File: config.mk
export PLATFORM = sky130hd
export DESIGN_NAME = shift_sequencer
export DESIGN_NICKNAME = d
export VERILOG_FILES = /design/src/rtl/cgia_pkg.sv /design/src/rtl/shift_word_buffer.sv /design/src/rtl/shift_sequencer.sv
export SDC_FILE = /design/constraint.sdc
export NUM_CORES = 1
export LEC_CHECK = 0
export CORE_AREA = 2 2 71 73
export CTS_CLUSTER_DIAMETER = 80
export DETAILED_ROUTE_END_ITERATION = 12
export DIE_AREA = 0 0 73 75
export PLACE_DENSITY = 0.85
export SLEW_MARGIN = 30
export SYNTH_ARGS = -nofsm -noshare
export SYNTH_HDL_FRONTEND = slang
export SYNTH_HIERARCHICAL = 1
export SYNTH_SLANG_ARGS = --single-unit
File: constraint.sdc
create_clock -name dotclk_i -period 3.7 [get_ports dotclk_i]
set_input_delay 0.74 -clock dotclk_i [delete_from_list [all_inputs] [get_ports dotclk_i]]
set_output_delay 0.74 -clock dotclk_i [all_outputs]
set_load 0.05 [all_outputs]
File: src/rtl/cgia_pkg.sv
// Shared definitions for the pixel shifter control path: depth encodings,
// sequencer state type and the pixels-per-word helper.
package cgia_pkg;

  // Depth encodings as presented on mode_i.
  localparam logic [1:0] BPP1 = 2'd0;
  localparam logic [1:0] BPP2 = 2'd1;
  localparam logic [1:0] BPP4 = 2'd2;
  localparam logic [1:0] BPP8 = 2'd3;

  // Sequencer states.
  typedef enum logic [1:0] {
    StIdle,
    StFetch,
    StPrime,
    StRun
  } seq_state_e;

  // Pixels per word minus one: the reload value of the pixel counter.
  function automatic logic [3:0] ppw_minus1(input logic [1:0] mode);
    logic [3:0] r;
    case (mode)
      BPP1:    r = 4'd15;
      BPP2:    r = 4'd7;
      BPP4:    r = 4'd3;
      default: r = 4'd1;
    endcase
    return r;
  endfunction

endpackage

File: src/rtl/shift_word_buffer.sv
// One-entry hold register between the prefetch FIFO and the shifter load path.
// Flush beats push, push beats pop: a word popped from the FIFO in the same dot
// that the current hold contents are loaded replaces them at the edge.
module shift_word_buffer
  import cgia_pkg::*;
(
  input  logic        clk_i,
  input  logic        rst_i,
  input  logic        push_i,
  input  logic        pop_i,
  input  logic        flush_i,
  input  logic [15:0] data_i,
  output logic [15:0] data_o,
  output logic        full_o
);

  logic        full_q, full_d;
  logic [15:0] data_q, data_d;

  // Next-state of the hold slot.
  always_comb begin
    full_d = full_q;
    data_d = data_q;
    if (flush_i) begin
      full_d = 1'b0;
    end else if (push_i) begin
      full_d = 1'b1;
      data_d = data_i;
    end else if (pop_i) begin
      full_d = 1'b0;
    end
  end

  // Hold slot registers.
  always_ff @(posedge clk_i or posedge rst_i) begin
    if (rst_i) begin
      full_q <= 1'b0;
      data_q <= 16'h0000;
    end else begin
      full_q <= full_d;
      data_q <= data_d;
    end
  end

  assign data_o = data_q;
  assign full_o = full_q;

endmodule

File: src/rtl/shift_sequencer.sv
// Upstream control stage of the pixel shifter: pulls words from the line
// prefetch FIFO through a one-deep hold buffer and drives load / depth strobes.
// Optional build macro SHIFT_SEQ_UNDERRUN_EN adds the underrun_o flag and
// underrun_cnt_o counter ports.
module shift_sequencer
  import cgia_pkg::*;
#(
  parameter int unsigned WORD_CNT_W = 8
) (
  input  logic                  dotclk_i,
  input  logic                  reset_i,
  input  logic                  line_start_i,
  input  logic [1:0]            mode_i,
  input  logic [WORD_CNT_W-1:0] words_i,
  input  logic [15:0]           fifo_dat_i,
  input  logic                  fifo_valid_i,
  output logic                  fifo_pop_o,
  output logic [15:0]           dat_o,
  output logic                  load_o,
  output logic                  shift1_o,
  output logic                  shift2_o,
  output logic                  shift4_o,
  output logic                  shift8_o,
  output logic                  busy_o
`ifdef SHIFT_SEQ_UNDERRUN_EN
  ,
  output logic                  underrun_o,
  output logic [7:0]            underrun_cnt_o
`endif
);

  seq_state_e            state_q, state_d;
  logic [1:0]            mode_q, mode_d;
  logic [WORD_CNT_W-1:0] words_left_q, words_left_d;
  logic [3:0]            pix_cnt_q, pix_cnt_d;

  logic        buf_push, buf_pop, buf_flush, buf_full;
  logic [15:0] buf_data;

  shift_word_buffer u_hold (
    .clk_i   (dotclk_i),
    .rst_i   (reset_i),
    .push_i  (buf_push),
    .pop_i   (buf_pop),
    .flush_i (buf_flush),
    .data_i  (fifo_dat_i),
    .data_o  (buf_data),
    .full_o  (buf_full)
  );

  // FSM next-state, counters, FIFO pop and load decisions.
  // words_left counts words not yet loaded; a refill is allowed only while that
  // count (after this dot's load) is non-zero and the hold slot is empty, so
  // pops per span never exceed the latched word count.
  always_comb begin
    state_d      = state_q;
    mode_d       = mode_q;
    words_left_d = words_left_q;
    pix_cnt_d    = pix_cnt_q;
    load_o       = 1'b0;
    fifo_pop_o   = 1'b0;
    buf_push     = 1'b0;
    buf_pop      = 1'b0;
    buf_flush    = 1'b0;

    unique case (state_q)
      StIdle: begin
        if (line_start_i && (words_i != '0)) begin
          state_d      = StFetch;
          mode_d       = mode_i;
          words_left_d = words_i;
          pix_cnt_d    = '0;
        end
      end
      StFetch: begin
        if (fifo_valid_i) begin
          fifo_pop_o = 1'b1;
          buf_push   = 1'b1;
          state_d    = StPrime;
        end
      end
      StPrime: begin
        load_o       = 1'b1;
        buf_pop      = 1'b1;
        words_left_d = words_left_q - WORD_CNT_W'(1);
        pix_cnt_d    = ppw_minus1(mode_q);
        state_d      = StRun;
      end
      StRun: begin
        if (pix_cnt_q == 4'd0) begin
          if (words_left_q != '0) begin
            load_o       = 1'b1;
            buf_pop      = 1'b1;
            words_left_d = words_left_q - WORD_CNT_W'(1);
            pix_cnt_d    = ppw_minus1(mode_q);
          end else begin
            state_d = StIdle;
          end
        end else begin
          pix_cnt_d = pix_cnt_q - 4'd1;
        end
        if (!buf_full && fifo_valid_i && (words_left_d != '0)) begin
          fifo_pop_o = 1'b1;
          buf_push   = 1'b1;
        end
      end
      default: state_d = StIdle;
    endcase

    // Restart while busy: drop the hold word and any load/pop of this dot so
    // nothing from the abandoned span reaches the shifter. A zero-length
    // restart simply ends the span.
    if (line_start_i && (state_q != StIdle)) begin
      load_o     = 1'b0;
      fifo_pop_o = 1'b0;
      buf_push   = 1'b0;
      buf_pop    = 1'b0;
      buf_flush  = 1'b1;
      pix_cnt_d  = '0;
      if (words_i != '0) begin
        state_d      = StFetch;
        mode_d       = mode_i;
        words_left_d = words_i;
      end else begin
        state_d      = StIdle;
        words_left_d = '0;
      end
    end
  end

  // State and counter registers.
  always_ff @(posedge dotclk_i or posedge reset_i) begin
    if (reset_i) begin
      state_q      <= StIdle;
      mode_q       <= BPP1;
      words_left_q <= '0;
      pix_cnt_q    <= '0;
    end else begin
      state_q      <= state_d;
      mode_q       <= mode_d;
      words_left_q <= words_left_d;
      pix_cnt_q    <= pix_cnt_d;
    end
  end

  // Shifter data and depth strobes; an empty hold at load time shifts in zeros.
  always_comb begin
    dat_o    = (load_o && buf_full) ? buf_data : 16'h0000;
    shift1_o = (state_q == StRun) && (mode_q == BPP1);
    shift2_o = (state_q == StRun) && (mode_q == BPP2);
    shift4_o = (state_q == StRun) && (mode_q == BPP4);
    shift8_o = (state_q == StRun) && (mode_q == BPP8);
    busy_o   = (state_q != StIdle);
  end

`ifdef SHIFT_SEQ_UNDERRUN_EN
  logic       underrun_evt;
  logic       underrun_q, underrun_d;
  logic [7:0] ur_cnt_q, ur_cnt_d;

  assign underrun_evt = load_o & ~buf_full;

  // Sticky underrun flag and saturating count, cleared on every line start.
  always_comb begin
    underrun_d = underrun_q;
    ur_cnt_d   = ur_cnt_q;
    if (line_start_i) begin
      underrun_d = 1'b0;
      ur_cnt_d   = 8'd0;
    end else if (underrun_evt) begin
      underrun_d = 1'b1;
      if (ur_cnt_q != 8'hFF) begin
        ur_cnt_d = ur_cnt_q + 8'd1;
      end
    end
  end

  // Underrun statistics registers.
  always_ff @(posedge dotclk_i or posedge reset_i) begin
    if (reset_i) begin
      underrun_q <= 1'b0;
      ur_cnt_q   <= 8'd0;
    end else begin
      underrun_q <= underrun_d;
      ur_cnt_q   <= ur_cnt_d;
    end
  end

  assign underrun_o     = underrun_q;
  assign underrun_cnt_o = ur_cnt_q;
`endif

endmodule

* Yosys cells after proc, flatten, opt, wreduce, memory -nomap -nowiden
Index checks and enable logic that the tools add are counted.
Cells by class: add/sub/neg operators 2, eq/ne operators 11, muxes and demuxes 37, bitwise operators 1, reductions and logical operators 23
Operators by type and width (number):
- $mux W8 | 6
- $pmux W4 S3 | 2
- $pmux W8 S3 | 1
- $reduce_bool A8 Y1 | 3
- $mux W2 | 9
- $mux W16 | 1
- $mux W4 | 4
- $ne A3 B3 Y1 const B | 4
- $mux W1 | 11
- $logic_and A1 B1 Y1 | 9
- $eq A2 B2 Y1 const B | 4
- $pmux W2 S4 | 1
- $sub A8 B1 Y8 const B | 1
- $eq A2 B1 Y1 const B | 2
- $logic_not A2 Y1 | 2
- $logic_not A4 Y1 | 1
- $ne A4 B4 Y1 const B | 1
- $pmux W1 S2 | 2
- $reduce_and A2 Y1 | 2
- $reduce_and A4 Y1 | 1
- $reduce_bool A4 Y1 | 1
- $sub A4 B1 Y4 const B | 1
- $reduce_and A3 Y1 | 1
- $reduce_bool A3 Y1 | 1
- 3 further kinds | 3
Word-level totals: register bits 33, output and inout port bits 23, word-level logic and storage cells 80

* Logic depth before layout (Yosys ltp)
Gate-level depths: netlist (run 1).
depth in word-level cells 11, gate-level depth with buffers 13

* Modules after synthesis
The synthesis (run 1) kept the hierarchy.
Modules (own cells, without submodules):
- shift_sequencer | instances 1, cells an instance 201, area an instance 1610.3 µm², sequential area each 400.4 µm²
- shift_word_buffer | instances 1, cells an instance 40, area an instance 706.9 µm², sequential area each 425.4 µm²

* Least setup slack after synthesis (run 1)
No wires, ideal clock.
path kind flip-flop to flip-flop, start point register words_left_q[0], end point register u_hold.data_q[10] (netlist: u_hold/data_o[10]), setup time 0.125 ns, data arrival time 3.509 ns, required time 3.575 ns, setup slack 0.066 ns, cell stages (with the launch flop) 12, path buffers 2, cell sequence dfrtp_1 -> inv_1 -> ha_1 -> or3b_2 -> o21a_1 -> a31oi_1 -> nor3_1 -> a31oi_1 -> nor2b_4 -> buf_6 -> buf_12 -> mux2_4
On the way: longest elaborated chain between the ends 10, elaborated cells between the ends (all ways) 11, those cells by class 1 x add/sub; 6 x mux; 4 x reduce/logical
Ends and longest elaborated chain:
- start: declaration | line shift_sequencer.sv:34 | logic [WORD_CNT_W-1:0] words_left_q, words_left_d;
- start signal: assignment | line shift_sequencer.sv:141 | words_left_q <= words_left_d;
- $sub A8 B1 Y8 / $reduce_bool A8 Y1 (equally long branches) | line shift_sequencer.sv:94, shift_sequencer.sv:91
- $mux W8 | line shift_sequencer.sv:91 | if (words_left_q != '0) begin
- $mux W8 * | line shift_sequencer.sv:90 | if (pix_cnt_q == 4'd0) begin
- $mux W8 * | line shift_sequencer.sv:66 | unique case (state_q)
- $reduce_bool A8 Y1 * | line shift_sequencer.sv:102 | if (!buf_full && fifo_valid_i && (words_left_d != '0)) begin
- $logic_and A1 B1 Y1 * | line shift_sequencer.sv:102
- $mux W1 *
- $pmux W1 S2 *
- $mux W1 *
- via fifo_pop_o | line shift_sequencer.sv:17 | output logic fifo_pop_o,
- $reduce_and A2 Y1 (no line) *
- end signal: assignment | line shift_word_buffer.sv:41 | data_q <= data_d;
- end: declaration | line shift_word_buffer.sv:18 | logic [15:0] data_q, data_d;
Mark *: on every way through the listed nets, which the timed path passes. The rest lies on a longest branch. The select of a mux whose other input is x is not followed. A chain may end at the register's enable or synchronous reset.

* Worst setup path after layout (run 1)
start point register words_left_q[0], end point output fifo_pop_o
On the way: longest elaborated chain between the ends 9, elaborated cells between the ends (all ways) 10, those cells by class 1 x add/sub; 6 x mux; 3 x reduce/logical
Ends and longest elaborated chain:
- $sub A8 B1 Y8 / $reduce_bool A8 Y1 (equally long branches) | line shift_sequencer.sv:94, shift_sequencer.sv:91
- $mux W8 | line shift_sequencer.sv:91
- $mux W8 * | line shift_sequencer.sv:90
- $mux W8 * | line shift_sequencer.sv:66
- $reduce_bool A8 Y1 * | line shift_sequencer.sv:102
- $logic_and A1 B1 Y1 * | line shift_sequencer.sv:102
- $mux W1 * | line shift_sequencer.sv:102
- $pmux W1 S2 * | line shift_sequencer.sv:66
- $mux W1 * | line shift_sequencer.sv:113 | if (line_start_i && (state_q != StIdle)) begin
- end: declaration | line shift_sequencer.sv:17
Every way passes the cells marked *; elsewhere a longest branch is shown, timed or not. The select of a mux whose other input is x is not followed.

==> results of run 1 <==
-- per-layer routing --
metal / wire length, um / up-vias / track usage, %
met5: 0 / - / 0
met1: 2460 / 962 / 29.0
met2: 2870 / 94 / 37.9
met3: 406 / 12 / 6.56
li1: - / 968 / -
met4: 111 / 0 / 9.67
-- synthesized netlist by cell type (2+ instances only) --
cell and number:
or4_4 4, dfrtp_1 33, mux2i_1 2, a221oi_1 3, inv_1 13, nor3b_1 2
o21ai_1 3, nand2b_1 4, xor2_1 2, buf_2 2, a21oi_1 15, nand2_1 18
o21ai_4 2, and2_1 2, nor2b_1 5, and3_1 18, a21o_1 2, o21ai_2 2
nand3_1 5, nor3_2 2, a211oi_1 3, buf_6 3, o21a_1 2, nor3_1 5
clkbuf_1 5, o21ai_0 11, a31oi_1 3, nor2_1 15, mux2_4 10, mux2_2 8
nand2_2 2, ha_1 8, o31ai_1 3
-- through the flow --
step	instance area [sq um]	setup WS [ns]	power (mW)	cells	utilization, %
floorplan	2320	0.0663	1.78	241	-
global placement	3020	0.419	2.12	338	64.8
detailed placement	3020	0.351	2.17	338	64.8
CTS	3150	0.238	2.60	346	67.6
global route	3160	0.0568	2.80	346	67.9
finish	3160	0.276	2.62	346	67.9
-- area by class of cell --
cell class | count | area, sq um | area share, %
inverter | 13 | 48.8 | 1.54
tap | 54 | 67.6 | 2.14
timing repair buffer | 55 | 723 | 22.9
sequential | 33 | 826 | 26.1
clock inverter | 3 | 65.1 | 2.06
multi-input combinational | 183 | 1360 | 43.1
clock buffer | 5 | 68.8 | 2.18
-- sequential cells by signal, indices dropped and copies added (netlist names) --
name and cells:
u_hold/data_o 16, state_q 2, u_hold/full_o 1, words_left_q 8, pix_cnt_q 4, mode_q 2
-- placed cells by master, fill, tap and decap left out, drive strengths merged, types with 3 or more instances in the layout --
cell type / instances
nand3: 6
a211oi: 3
o31ai: 3
dfrtp: 33
o21ai: 18
ha: 8
mux2: 18
nor3: 7
clkdlybuf4s50: 34
a221oi: 4
inv: 13
nand2b: 4
nor2b: 6
nor3b: 3
nor2: 15
and3: 18
a31oi: 3
clkbuf: 5
buf: 21
a21oi: 16
or4: 4
nand2: 20
-- where the power goes --
| part | internal (mW) | switching [mW] |
|---|---|---|
| Sequential | 0.533 | 0.213 |
| Clock | 0.267 | 0.139 |
| Combinational | 0.650 | 0.819 |
| Total | 1.45 | 1.17 |
-- worst max-delay path, delay by kind of cell, from the launching register on --
| kind | cells | cell delay (ns) |
|---|---|---|
| buf+inv | 3 | 0.48 |
| flops | 1 | 0.45 |
| compound gates | 3 | 0.67 |
| simple gates | 2 | 0.57 |
| fa+ha+maj | 1 | 0.22 |
-- cells by family after synthesis --
group | count (synthesis) | synth area share [%]
compound gates | 62 | 18.7
xor+xnor | 3 | 1.13
fa+ha+maj | 8 | 4.32
buf+inv | 25 | 5.99
flops | 33 | 35.6
mux | 20 | 11.2
simple gates | 90 | 23.0
-- final timing paths --
kind                              startpoint  cells past startpoint  slack (ns)                 to
max                          words_left_q[0]                      9        0.28         fifo_pop_o
min                        u_hold/data_o[10]                      1        0.51  u_hold/data_o[10]
max reg2reg                  words_left_q[0]                      9        0.52  u_hold/data_o[14]
min reg2reg                u_hold/data_o[10]                      1        0.51  u_hold/data_o[10]
max in group asynchronous            reset_i                      2        2.40    words_left_q[4]
min in group asynchronous            reset_i                      2        0.87  u_hold/data_o[11]
-- repair_timing --
item | 4_1_cts | 5_1_grt
hold buffers | 0 | 0
setup endpoints to repair | 0 | 1
gates resized for setup | 0 | 2
buffers inserted | 0 | 0
==> impl_metrics.yaml, run 1 <==
synth:
  yosys.area.top_type: "dfrtp_1"
  synthesis.nets: 279
  synthTopCellsByArea: "dfrtp_1, mux2_4, and3_1"
  yosys.area.top_type_share_pct: 35.6
  synth_edf_count: 0
  ys_seq_elements: 33
  syn_inst: 241
  async_flop_share_pct: 100
  syn_area_sq_um: 2320
  synthFlopType: "dfrtp_1"
  syn_area_per_cell_sq_um: 9.62
  ys_types: 57
  yosysSeqAreaShare_pct: 35.6
  ys_warn_count: 6
cts:
  cts_made_buffers: 5
  htreeDepth: 2
  cts_buffer_depth: 2
  path_clk_slew_ns: 0.07
  root_buffer: "clkbuf_8"
  cts_tree: "yes"
  cts.sinks: 33
  clk_latency_ns: 0.30
route:
  wl_per_cell_um: 16.9
  drt_pass1_iterations: 4
  via_per_inst: 5.88
  drc: 0
  postRouteAntennaNets: 0
  drtIter0Drc: 208
  vias: 2036
  wl_um: 5850
die:
  fp.coreArea_sq_um: 4660
  ios: 53
  die_w_um: 73
  die_area_sq_um: 5480
  num_rows: 25
  die_y_um: 75
  start_util_pct: 49.7
critical_path:
  max_stage_delay_ns: 0.51
  end_kind: "output port"
  worst_path_max_delay_cell: "or3b_2"
  cp_max_fo: 6
  crit_type: "reg -> out"
  critPathRequiredTime_ns: 2.96
  cp-start-kind: "flop"
  critical_path_arrival_ns: 2.68
  path_cells: "inv_1 -> ha_1 -> or3b_2 -> o21a_1 -> a31oi_1 -> nor3_2 -> a31oi_2 -> buf_4 -> buf_12"
final_layout:
  fin_nets: 329
  drive_above_1_share_pct: 24.0
  diodes: 0
  area_growth_pct: 36.5
  fill_cells: 340
timing:
  finalCritPeriodShare_pct: 92.5
  fin_worst_skew_ns: 0.00882
  tightest_slew_ns: 0.657
  fin_hold_ws_ns: 0.507
  maxSlewViolCount: 0
  hold_violations: 0
  slew_headroom_pct: 56.1
  final.setup.tns_ns: 0
  rsz0062_at_grt: "false"
  setup_viol: 0
  max_freq_ghz: 0.292
  min_period_ns: 3.42
global_routing:
  grt_pass1_vias: 2033
  overflow: 0
  grt_max_degree: 21
  antenna_found_initial: 0
  grt_pass1_wl_um: 9690
  grtUsageTotal_pct: 23.2
place:
  hpwlAfterDp_um: 4320
  io_buffer_count: 52
  routabilityCongestion: 0.968
power:
  powerDensity_nw_per_um2: 829
  leakage_nw: 1.35
  irDropWorstVdd_uv: 352
run_status:
  outcome: "finished, final reports clean"
job:
  drv_cap: 0
min_path:
  min_path_type: "reg -> reg"
Power figures use the tool's default switching activity.
==> inputs of run 2 (changes only) <==
--- a/config.mk
+++ b/config.mk
@@ -5,11 +5,13 @@
 export SDC_FILE = /design/constraint.sdc
 export NUM_CORES = 1
 export LEC_CHECK = 0
+export CAP_MARGIN = 20
 export CORE_AREA = 2 2 71 73
 export CTS_CLUSTER_DIAMETER = 80
 export DETAILED_ROUTE_END_ITERATION = 12
 export DIE_AREA = 0 0 73 75
 export PLACE_DENSITY = 0.85
+export REMOVE_ABC_BUFFERS = 1
 export SLEW_MARGIN = 30
 export SYNTH_ARGS = -nofsm -noshare
 export SYNTH_HDL_FRONTEND = slang
==> constraint.sdc (replaced) <==
create_clock -name dotclk_i -period 3.7 [get_ports dotclk_i]
set_input_delay 0.74 -clock dotclk_i [delete_from_list [all_inputs] [get_ports dotclk_i]]
set_output_delay 0.74 -clock dotclk_i [all_outputs]
set_load 0.005 [all_outputs]
==> impl_metrics.yaml, run 2 (synthesized netlist as in run 1, its figures left out) <==
run_status:
  outcome: "finished, final reports clean"
cts:
  path_clk_slew_ns: 0.07
  htreeDepth: 2
  cts_made_buffers: 5
  cts_tree: "yes"
  clk_latency_ns: 0.29
  root_buffer: "clkbuf_8"
  ctsHoldBuffers: 0
  cts_buffer_depth: 2
  cts.sinks: 33
die:
  num_rows: 25
  die_y_um: 75
  start_util_pct: 49.7
  die_area_sq_um: 5480
  ios: 53
  fp.coreArea_sq_um: 4660
  die_w_um: 73
route:
  via_per_inst: 5.87
  drt_pass1_iterations: 4
  wl_um: 5810
  wl_per_cell_um: 16.7
  drc: 0
  drtIter0Drc: 205
  vias: 2042
  postRouteAntennaNets: 0
critical_path:
  crit_type: "reg -> out"
  worst_path_max_delay_cell: "clkdlybuf4s50_1"
  max_stage_delay_ns: 0.54
  r2r_slack_ns: 0.52
  cp_max_fo: 6
  cp-start-kind: "flop"
  end_kind: "output port"
  path_cells: "inv_2 -> ha_2 -> or3b_2 -> o21a_1 -> a31oi_1 -> nor3_1 -> a31oi_2 -> clkdlybuf4s50_1"
  critPathRequiredTime_ns: 2.96
  critical_path_arrival_ns: 2.83
timing:
  max_freq_ghz: 0.280
  final.setup.tns_ns: 0
  slew_headroom_pct: 54.6
  maxSlewViolCount: 0
  tightest_slew_ns: 0.680
  finalCritPeriodShare_pct: 96.6
  fin_ws_ns: 0.127
  hold_violations: 0
  setup_viol: 0
  min_period_ns: 3.57
  fin_hold_ws_ns: 0.501
  fin_worst_skew_ns: 0.00775
global_routing:
  antenna_found_initial: 0
  grtUsageTotal_pct: 22.5
  grt_max_degree: 21
  grt_pass1_wl_um: 9490
  grt_pass1_vias: 1993
  overflow: 0
min_path:
  min_path_type: "reg -> reg"
final_layout:
  largest_reg_flops: 16
  mostFrequentLayoutCell: "clkdlybuf4s50_1"
  mostFrequentLayoutCells: "clkdlybuf4s50_1, dfrtp_1, nand2_1, and3_1"
  fill_cells: 378
  diodes: 0
  area_growth_pct: 27.3
  fin_nets: 331
  drive_above_1_share_pct: 19.4
job:
  drv_cap: 0
place:
  io_buffer_count: 52
  routabilityCongestion: 0.948
  hpwlAfterDp_um: 4200
  dp_slack_ns: 0.229
power:
  powerDensity_nw_per_um2: 778
  leakage_nw: 1.24
  irDropWorstVdd_uv: 346
run 2: cell count changes in the layout (fill, tap and decap cells not counted), sizes merged:
cell           before  now
clkdlybuf4s50      34   52
clkinv              1    2
clkinvlp            0    1
bufinv              2    0
buf                21    5
run 2: cell type report:
cell class	count	area, sq um	area share (%)
multi-input combinational	183	1360	46.2
clock buffer	5	68.8	2.33
tap	54	67.6	2.29
sequential	33	827	28.0
inverter	13	48.8	1.65
clock inverter	3	17.5	0.594
timing repair buffer	57	558	18.9
run 2: layer usage:
metal  vias to the layer above  part of all wire [%]  global-route usage [%]
met3                        10                   7.1                    4.55
met1                       963                    42                    30.1
met4                         0                   1.8                    8.02
met5                         -                     0                       0
li1                        977                     -                       -
met2                        92                    49                    36.4
run 2: worst max-delay path: cells and delay by family, from the launching register on:
kind                     cells  cell delay (ns)
AO/OA/AOI/OAI                3             0.66
buffers and inverters        2             0.65
AND/OR/NAND/NOR              2             0.58
flip-flops                   1             0.45
adder cells (fa/ha/maj)      1             0.20
run 2: report_power, final:
| part | total, mW | internal [mW] | leakage [nW] | switching (mW) |
|---|---|---|---|---|
| registers | 0.743 | 0.534 | 0.396 | 0.210 |
| clock network | 0.272 | 0.130 | 0.0439 | 0.142 |
| logic | 1.28 | 0.606 | 0.804 | 0.674 |
| total | 2.30 | 1.27 | 1.24 | 1.03 |
run 2: timing repair:
action | 4_1_cts | 5_1_grt
buffers inserted | 0 | 1
setup endpoints to repair | 1 | 1
resized for setup | 2 | 3
pin swaps | 0 | 1
run 2: path summary, 6_finish.rpt:
path / startpoint / end / cells after the start
min: u_hold/data_o[15] / u_hold/data_o[15] / 1
min in group asynchronous: reset_i / u_hold/data_o[7] / 2
min reg2reg: u_hold/data_o[15] / u_hold/data_o[15] / 1
max reg2reg: words_left_q[0] / u_hold/data_o[1] / 10
max in group asynchronous: reset_i / words_left_q[0] / 2
max: words_left_q[0] / fifo_pop_o / 8
run 2: per-stage QoR:
| stage | utilization, % | power [mW] | instances | instance area [sq um] |
|---|---|---|---|---|
| after floorplan | - | 1.58 | 229 | 2230 |
| after global placement | 61.0 | 1.95 | 339 | 2850 |
| after detailed placement | 61.0 | 1.99 | 339 | 2850 |
| after CTS | 63.0 | 2.28 | 347 | 2940 |
| after global routing | 63.3 | 2.47 | 348 | 2950 |
| final | 63.3 | 2.30 | 348 | 2950 |
